**config.mk**
```make
export PLATFORM = sky130hd
export DESIGN_NAME = s_axis_pingpong_ram_wr
export DESIGN_NICKNAME = d
export VERILOG_FILES = /design/src/rtl/s_axis_ram_wr_pkg.sv /design/src/rtl/s_axis_bank_tracker.sv /design/src/rtl/s_axis_pingpong_ram_wr.sv
export SDC_FILE = /design/constraint.sdc
export NUM_CORES = 1
export LEC_CHECK = 0
export ABC_AREA = 0
export BUFFER_PORTS_ARGS = -buffer_cell sky130_fd_sc_hd__buf_2
export CAP_MARGIN = 25
export CELL_PAD_IN_SITES_DETAIL_PLACEMENT = 0
export CELL_PAD_IN_SITES_GLOBAL_PLACEMENT = 1
export CORE_MARGIN = 3
export CORE_UTILIZATION = 35
export DETAILED_ROUTE_END_ITERATION = 7
export GPL_ROUTABILITY_DRIVEN = 0
export PLACE_DENSITY_LB_ADDON = 0.1
export SLEW_MARGIN = 20
export SYNTH_ARGS = -nofsm -noshare
export SYNTH_HDL_FRONTEND = slang
export SYNTH_SLANG_ARGS = --single-unit
```
**constraint.sdc**
```tcl
create_clock -name S_AXIS_ACLK -period 3.4 [get_ports S_AXIS_ACLK]
set_input_delay 0.68 -clock S_AXIS_ACLK [delete_from_list [all_inputs] [get_ports S_AXIS_ACLK]]
set_output_delay 0.68 -clock S_AXIS_ACLK [all_outputs]
set_load 0.02 [all_outputs]
```
**src/rtl/s_axis_ram_wr_pkg.sv**
```systemverilog
// Shared state encoding and constants for the ping-pong stream-to-RAM writer.
package s_axis_ram_wr_pkg;

  typedef enum logic [3:0] {
    ST_IDLE  = 4'd0,
    ST_RECV  = 4'd1,
    ST_DRAIN = 4'd2
  } wr_state_t;

  localparam logic [15:0] CYC_SAT = 16'hFFFF;

  function automatic logic [15:0] sat_inc16(input logic [15:0] v);
    return (v == CYC_SAT) ? CYC_SAT : v + 16'd1;
  endfunction

endpackage

```
**src/rtl/s_axis_bank_tracker.sv**
```systemverilog
// Tracks which of the two RAM banks hold an unconsumed frame and which bank
// the next frame is written into.
module s_axis_bank_tracker (
  input  logic       clk,
  input  logic       rst,
  input  logic       commit,
  input  logic       rel,
  input  logic       rel_sel,
  output logic [1:0] bank_full,
  output logic       wr_bank
);

  // A commit and a release on the same bank: the new frame must not be lost.
  always_ff @(posedge clk or posedge rst) begin
    if (rst) begin
      bank_full <= 2'b00;
      wr_bank   <= 1'b0;
    end else begin
      for (int b = 0; b < 2; b++) begin
        if (commit && (wr_bank == 1'(b)))
          bank_full[b] <= 1'b1;
        else if (rel && (rel_sel == 1'(b)))
          bank_full[b] <= 1'b0;
      end
      if (commit)
        wr_bank <= ~wr_bank;
    end
  end

endmodule

```
**src/rtl/s_axis_pingpong_ram_wr.sv**
```systemverilog
// AXI4-Stream slave writing each frame into one half of a double-banked RAM,
// with consumer-released ping-pong banking, overflow drop and per-frame status.
module s_axis_pingpong_ram_wr
  import s_axis_ram_wr_pkg::*;
#(
  parameter int DATA_W = 32,
  parameter int ADDR_W = 10
) (
  input  logic                S_AXIS_ACLK,
  input  logic                S_AXIS_ARESET,
  input  logic                S_AXIS_TVALID,
  output logic                S_AXIS_TREADY,
  input  logic [DATA_W-1:0]   S_AXIS_TDATA,
  input  logic [DATA_W/8-1:0] S_AXIS_TKEEP,
  input  logic                S_AXIS_TLAST,
  output logic                RAM_WEN,
  output logic [ADDR_W:0]     RAM_WADDR,
  output logic [DATA_W-1:0]   RAM_WDATA,
  output logic [DATA_W/8-1:0] RAM_WSTRB,
  input  logic                BANK_RELEASE,
  input  logic                BANK_RELEASE_SEL,
  output logic                FRAME_DONE,
  output logic                FRAME_BANK,
  output logic [ADDR_W:0]     FRAME_LEN,
  output logic                FRAME_OVF,
  output logic [15:0]         FRAME_CYCLES,
  output logic [31:0]         debug_state
);

  localparam int              KEEP_W   = DATA_W / 8;
  localparam logic [ADDR_W:0] LAST_IDX = (ADDR_W+1)'((2**ADDR_W) - 1);
  localparam logic [ADDR_W:0] ONE      = (ADDR_W+1)'(1);

  wr_state_t       state;
  logic [ADDR_W:0] beat_cnt;
  logic [ADDR_W:0] beat_inc;
  logic            ovf;
  logic [15:0]     cyc_cnt;
  logic [15:0]     cyc_now;
  logic            accept;
  logic            commit;
  logic [1:0]      bank_full;
  logic            wr_bank;

  assign S_AXIS_TREADY = (state != ST_IDLE);
  assign accept        = S_AXIS_TVALID && S_AXIS_TREADY;
  assign commit        = accept && S_AXIS_TLAST;
  assign beat_inc      = beat_cnt + ONE;
  assign cyc_now       = sat_inc16(cyc_cnt);

  s_axis_bank_tracker u_banks (
    .clk       (S_AXIS_ACLK),
    .rst       (S_AXIS_ARESET),
    .commit    (commit),
    .rel       (BANK_RELEASE),
    .rel_sel   (BANK_RELEASE_SEL),
    .bank_full (bank_full),
    .wr_bank   (wr_bank)
  );

  always_ff @(posedge S_AXIS_ACLK or posedge S_AXIS_ARESET) begin
    if (S_AXIS_ARESET) begin
      state        <= ST_IDLE;
      beat_cnt     <= '0;
      ovf          <= 1'b0;
      cyc_cnt      <= '0;
      RAM_WEN      <= 1'b0;
      RAM_WADDR    <= '0;
      RAM_WDATA    <= '0;
      RAM_WSTRB    <= '0;
      FRAME_DONE   <= 1'b0;
      FRAME_BANK   <= 1'b0;
      FRAME_LEN    <= '0;
      FRAME_OVF    <= 1'b0;
      FRAME_CYCLES <= '0;
    end else begin
      RAM_WEN    <= 1'b0;
      RAM_WADDR  <= '0;
      RAM_WDATA  <= '0;
      RAM_WSTRB  <= '0;
      FRAME_DONE <= 1'b0;

      // The cycle counter starts on the first accepted beat and then free-runs.
      if (accept || (cyc_cnt != 16'd0))
        cyc_cnt <= cyc_now;

      case (state)
        ST_IDLE: begin
          if (!bank_full[wr_bank])
            state <= ST_RECV;
        end
        ST_RECV: begin
          if (accept) begin
            RAM_WEN   <= 1'b1;
            RAM_WADDR <= {wr_bank, beat_cnt[ADDR_W-1:0]};
            RAM_WDATA <= S_AXIS_TDATA;
            RAM_WSTRB <= S_AXIS_TKEEP[KEEP_W-1:0];
            beat_cnt  <= beat_inc;
            if (!S_AXIS_TLAST && (beat_cnt == LAST_IDX))
              state <= ST_DRAIN;
          end
        end
        ST_DRAIN: begin
          if (accept)
            ovf <= 1'b1;
        end
        default: state <= ST_IDLE;
      endcase

      if (commit) begin
        FRAME_DONE   <= 1'b1;
        FRAME_BANK   <= wr_bank;
        FRAME_LEN    <= (state == ST_RECV) ? beat_inc : beat_cnt;
        FRAME_OVF    <= ovf || (state == ST_DRAIN);
        FRAME_CYCLES <= cyc_now;
        state        <= ST_IDLE;
        beat_cnt     <= '0;
        ovf          <= 1'b0;
        cyc_cnt      <= '0;
      end
    end
  end

  assign debug_state = {state, bank_full, wr_bank, 9'd0, FRAME_CYCLES};

endmodule
```
==> out/results.txt <==
status: complete, no violations
GRT overflow: 0
vias in the first global route: 3,434
slowest stage delay, CP: 0.62 ns
cells after synthesis: 446
Seq/Total Area, Yosys: 57.04%
WL final: 11,260 microns
Worst-Skew Late Latency: 0.35 ns
Filler cells: 1,334
Worst R2R Setup Slack: 1.21 ns
Die X: 124.0 microns
initial antenna violation count: 0
placed cell areas: 5530 sq um
share of the synthesized area in the top cell type: 57.04%
Critical Path Sink Type: flop
clk_skew: 0.004152 ns
crit path to: FRAME_CYCLES[11]$_DFFE_PP0P_
Yosys top cell by area: dfrtp_1
Cell Rows: 42
CP arrival: 2.40 ns
Synth-to-Final Area Change: 18.88%
largest net degree at the start of global routing: 55
Finished Cell Area: 5789 sq um
PortBufs: 141
Starting Density: 36.34%
VDD IR max: 0.2240 mV
max-cap viol count: 0
final setup vio count: 0
Syn Std Cell Area: 4870 sq um
reg-to-reg endpoint: FRAME_CYCLES[11]$_DFFE_PP0P_
final net count: 605
worst setup path class: reg -> reg
RSZ-0062 raised after global routing: false
fin cells: 741
die height: 124.0 microns
# hold bufs at CTS: 0
cell area power density: 659.8 nW/um^2
Post-synth ARST share: 100.0%
Core Region: 13,400 sq um
Leak: 0.002852 uW
DRT iter0 DRCs: 164
Max-slew headroom: 49.86%
Routed WL per cell: 15.19 microns
fmax: 457.2 MHz
synth warn: 0
final number of hold-violating endpoints: 0
reg-to-reg critical path startpoint: state[0]$_DFFE_PP0P_
synth unique cells: 54
Bufs on Longest Clock Path: 2
Clock Tree Root: clkbuf_16
H-tree depth: 3
DR vias/cell: 4.727
Final min period: 2.187 ns
diode count: 0
Critical Path Fanout Max: 40
worst r2r path cells: 4
CTS Sinks: 111
total CTS buffers: 9
HP Class: in -> async
Syn Area/Cell: 10.92 sq um
IO Count: 153
Post-CTS Setup Bufs: 0
GRT Total Usage: 15.53%
first-pass GRT wire length: 18,300 microns
fin. max-slew vios: 0
layout cell share with drive strength beyond 1: 31.33%
fin crit share: 64.33%
DRC viols: 0
Primary FF master, synth: dfrtp_1
CP max stage cell: a31oi_1
Final Util: 43.20%
Critical path origin: state[0]$_DFFE_PP0P_
Final TNS setup: 0 ns
cell count after placement: 725
CTS tree: done
Area contributors post-synth: dfrtp_1 57%, and2_1 6.3%, buf_4 4.6%, xnor2_1 3.2%, nand2_1 2.9%
critical path required time: 3.61 ns
Critical Path, Cell by Cell: o21a_1 > nand2_2 > a31oi_1 > a21oi_1
final antenna-violating net count: 0
drt pass-1 iters: 4
HPWL after DPL: 7904 microns
clock slew at reported path FFs: 0.07 ns
die area: 15,360 sq um
Resize count post-CTS: 0
Startpoint Class: flop
#FFs+latches synth: 111
vias after detailed routing: 3,503
worst slew pin tran: 0.7494 ns
EDFF count, synth: 0
==> kinds of logic after synthesis <==
logic type | after synthesis | share of synthesized area [%]
mux | 3 | 0.6167
flops | 111 | 57.04
xor+xnor | 24 | 4.317
fa+ha+maj | 3 | 0.7709
buf+inv | 60 | 7.708
simple gates | 166 | 19.45
compound gates | 78 | 10.02
other cells | 1 | 0.07701
==> cell usage after synthesis, types with 2 or more instances <==
| master | n |
|---|---|
| o21ai_1 | 3 |
| nor3_1 | 7 |
| a21oi_1 | 15 |
| nand4_1 | 6 |
| and3_1 | 4 |
| buf_4 | 30 |
| nand3_2 | 2 |
| a22o_1 | 2 |
| o31ai_1 | 5 |
| nor2_4 | 2 |
| nand2b_1 | 3 |
| xor2_1 | 6 |
| dfrtp_1 | 111 |
| and2_1 | 49 |
| o21ai_0 | 25 |
| inv_1 | 8 |
| buf_6 | 3 |
| o41ai_1 | 2 |
| nor4_1 | 4 |
| clkbuf_1 | 6 |
| a31oi_1 | 13 |
| o21bai_1 | 2 |
| nand4_2 | 2 |
| nand2_1 | 38 |
| o2bb2ai_1 | 2 |
| buf_2 | 12 |
| mux2i_1 | 3 |
| nor2_1 | 29 |
| xnor2_1 | 18 |
| nand3_1 | 5 |
| nor4_2 | 4 |
| ha_1 | 3 |
==> state kept, by name, summed over array words and instances (netlist names) <==
signal             flops
beat_cnt              11
RAM_WSTRB              4
RAM_WDATA             32
FRAME_LEN             11
FRAME_CYCLES          16
state                  2
u_banks.wr_bank        1
RAM_WADDR             11
u_banks.bank_full      2
cyc_cnt               16
ovf                    1
RAM_WEN                1
FRAME_OVF              1
FRAME_BANK             1
FRAME_DONE             1
==> stage by stage <==
| step | total power [uW] | setup slack [ns] | hold WS (ns) |
|---|---|---|---|
| floorplan | 2594 | 1.377 | 0.4483 |
| global placement | 2891 | 1.050 | 0.4626 |
| detailed placement | 2911 | 0.9704 | 0.4585 |
| CTS | 3890 | 1.175 | 0.4462 |
| global route | 4083 | 0.9108 | 0.4827 |
| finish | 3820 | 1.213 | 0.4257 |
==> placed cells by master, fill, tap and decap left out, types with 4 or more instances in the layout <==
master,instances
nor4_2,4
o21ai_0,25
a31oi_1,13
clkbuf_16,9
inv_1,7
and3_1,4
a21oi_1,15
and2_1,49
dfrtp_1,111
xor2_1,6
o31ai_1,5
xnor2_1,18
conb_1,11
nand2_1,38
nor3_1,7
buf_2,141
nor4_1,4
nand3_1,5
nand4_1,6
nor2_1,29
==> critical path: cells and delay by family, from the launching register on <==
family          cells  cell delay [ns]
simple gates        1             0.44
compound gates      3             1.00
flops               1             0.60
==> worst min path at each step <==
| stage | cells past startpoint | slack (ns) | start | endpoint |
|---|---|---|---|---|
| finish | 2 | 0.43 | S_AXIS_ARESET | RAM_WDATA[24]$_DFF_PP0_ |
| global route | 2 | 0.48 | S_AXIS_ARESET | RAM_WDATA[24]$_DFF_PP0_ |
| CTS | 2 | 0.45 | S_AXIS_ARESET | RAM_WDATA[24]$_DFF_PP0_ |
| detailed placement | 2 | 0.46 | FRAME_BANK$_DFFE_PP0P_ | FRAME_BANK$_DFFE_PP0P_ |
| global placement | 2 | 0.46 | FRAME_LEN[7]$_DFFE_PP0P_ | FRAME_LEN[7]$_DFFE_PP0P_ |
| floorplan | 2 | 0.45 | ovf$_DFFE_PP0P_ | ovf$_DFFE_PP0P_ |
==> power by group <==
| part | switching (uW) | internal (uW) | leakage (uW) | total [uW] |
|---|---|---|---|---|
| logic | 735 | 392 | 0.00126 | 1130 |
| clock network | 470 | 495 | 0.000126 | 965 |
| registers | 194 | 1530 | 0.00147 | 1730 |
==> final cells by class <==
type	count	area (sq um)	area share (%)
Sequential cell	111	2778	47.98
Multi-Input combinational cell	285	1754	30.30
Timing Repair Buffer	144	740.7	12.79
Clock buffer	12	236.5	4.085
Tap cell	176	220.2	3.804
Inverter	9	37.54	0.6484
Clock inverter	4	22.52	0.3890
==> metal layers <==
layer	up-vias	track usage, %	wire length [microns]
met5	-	0	0
met3	15	5.949	1053
met1	1665	21.36	5215
met2	124	22.07	4789
li1	1699	-	-
met4	0	6.160	199
No activity file was read; power rests on OpenSTA's default activity.
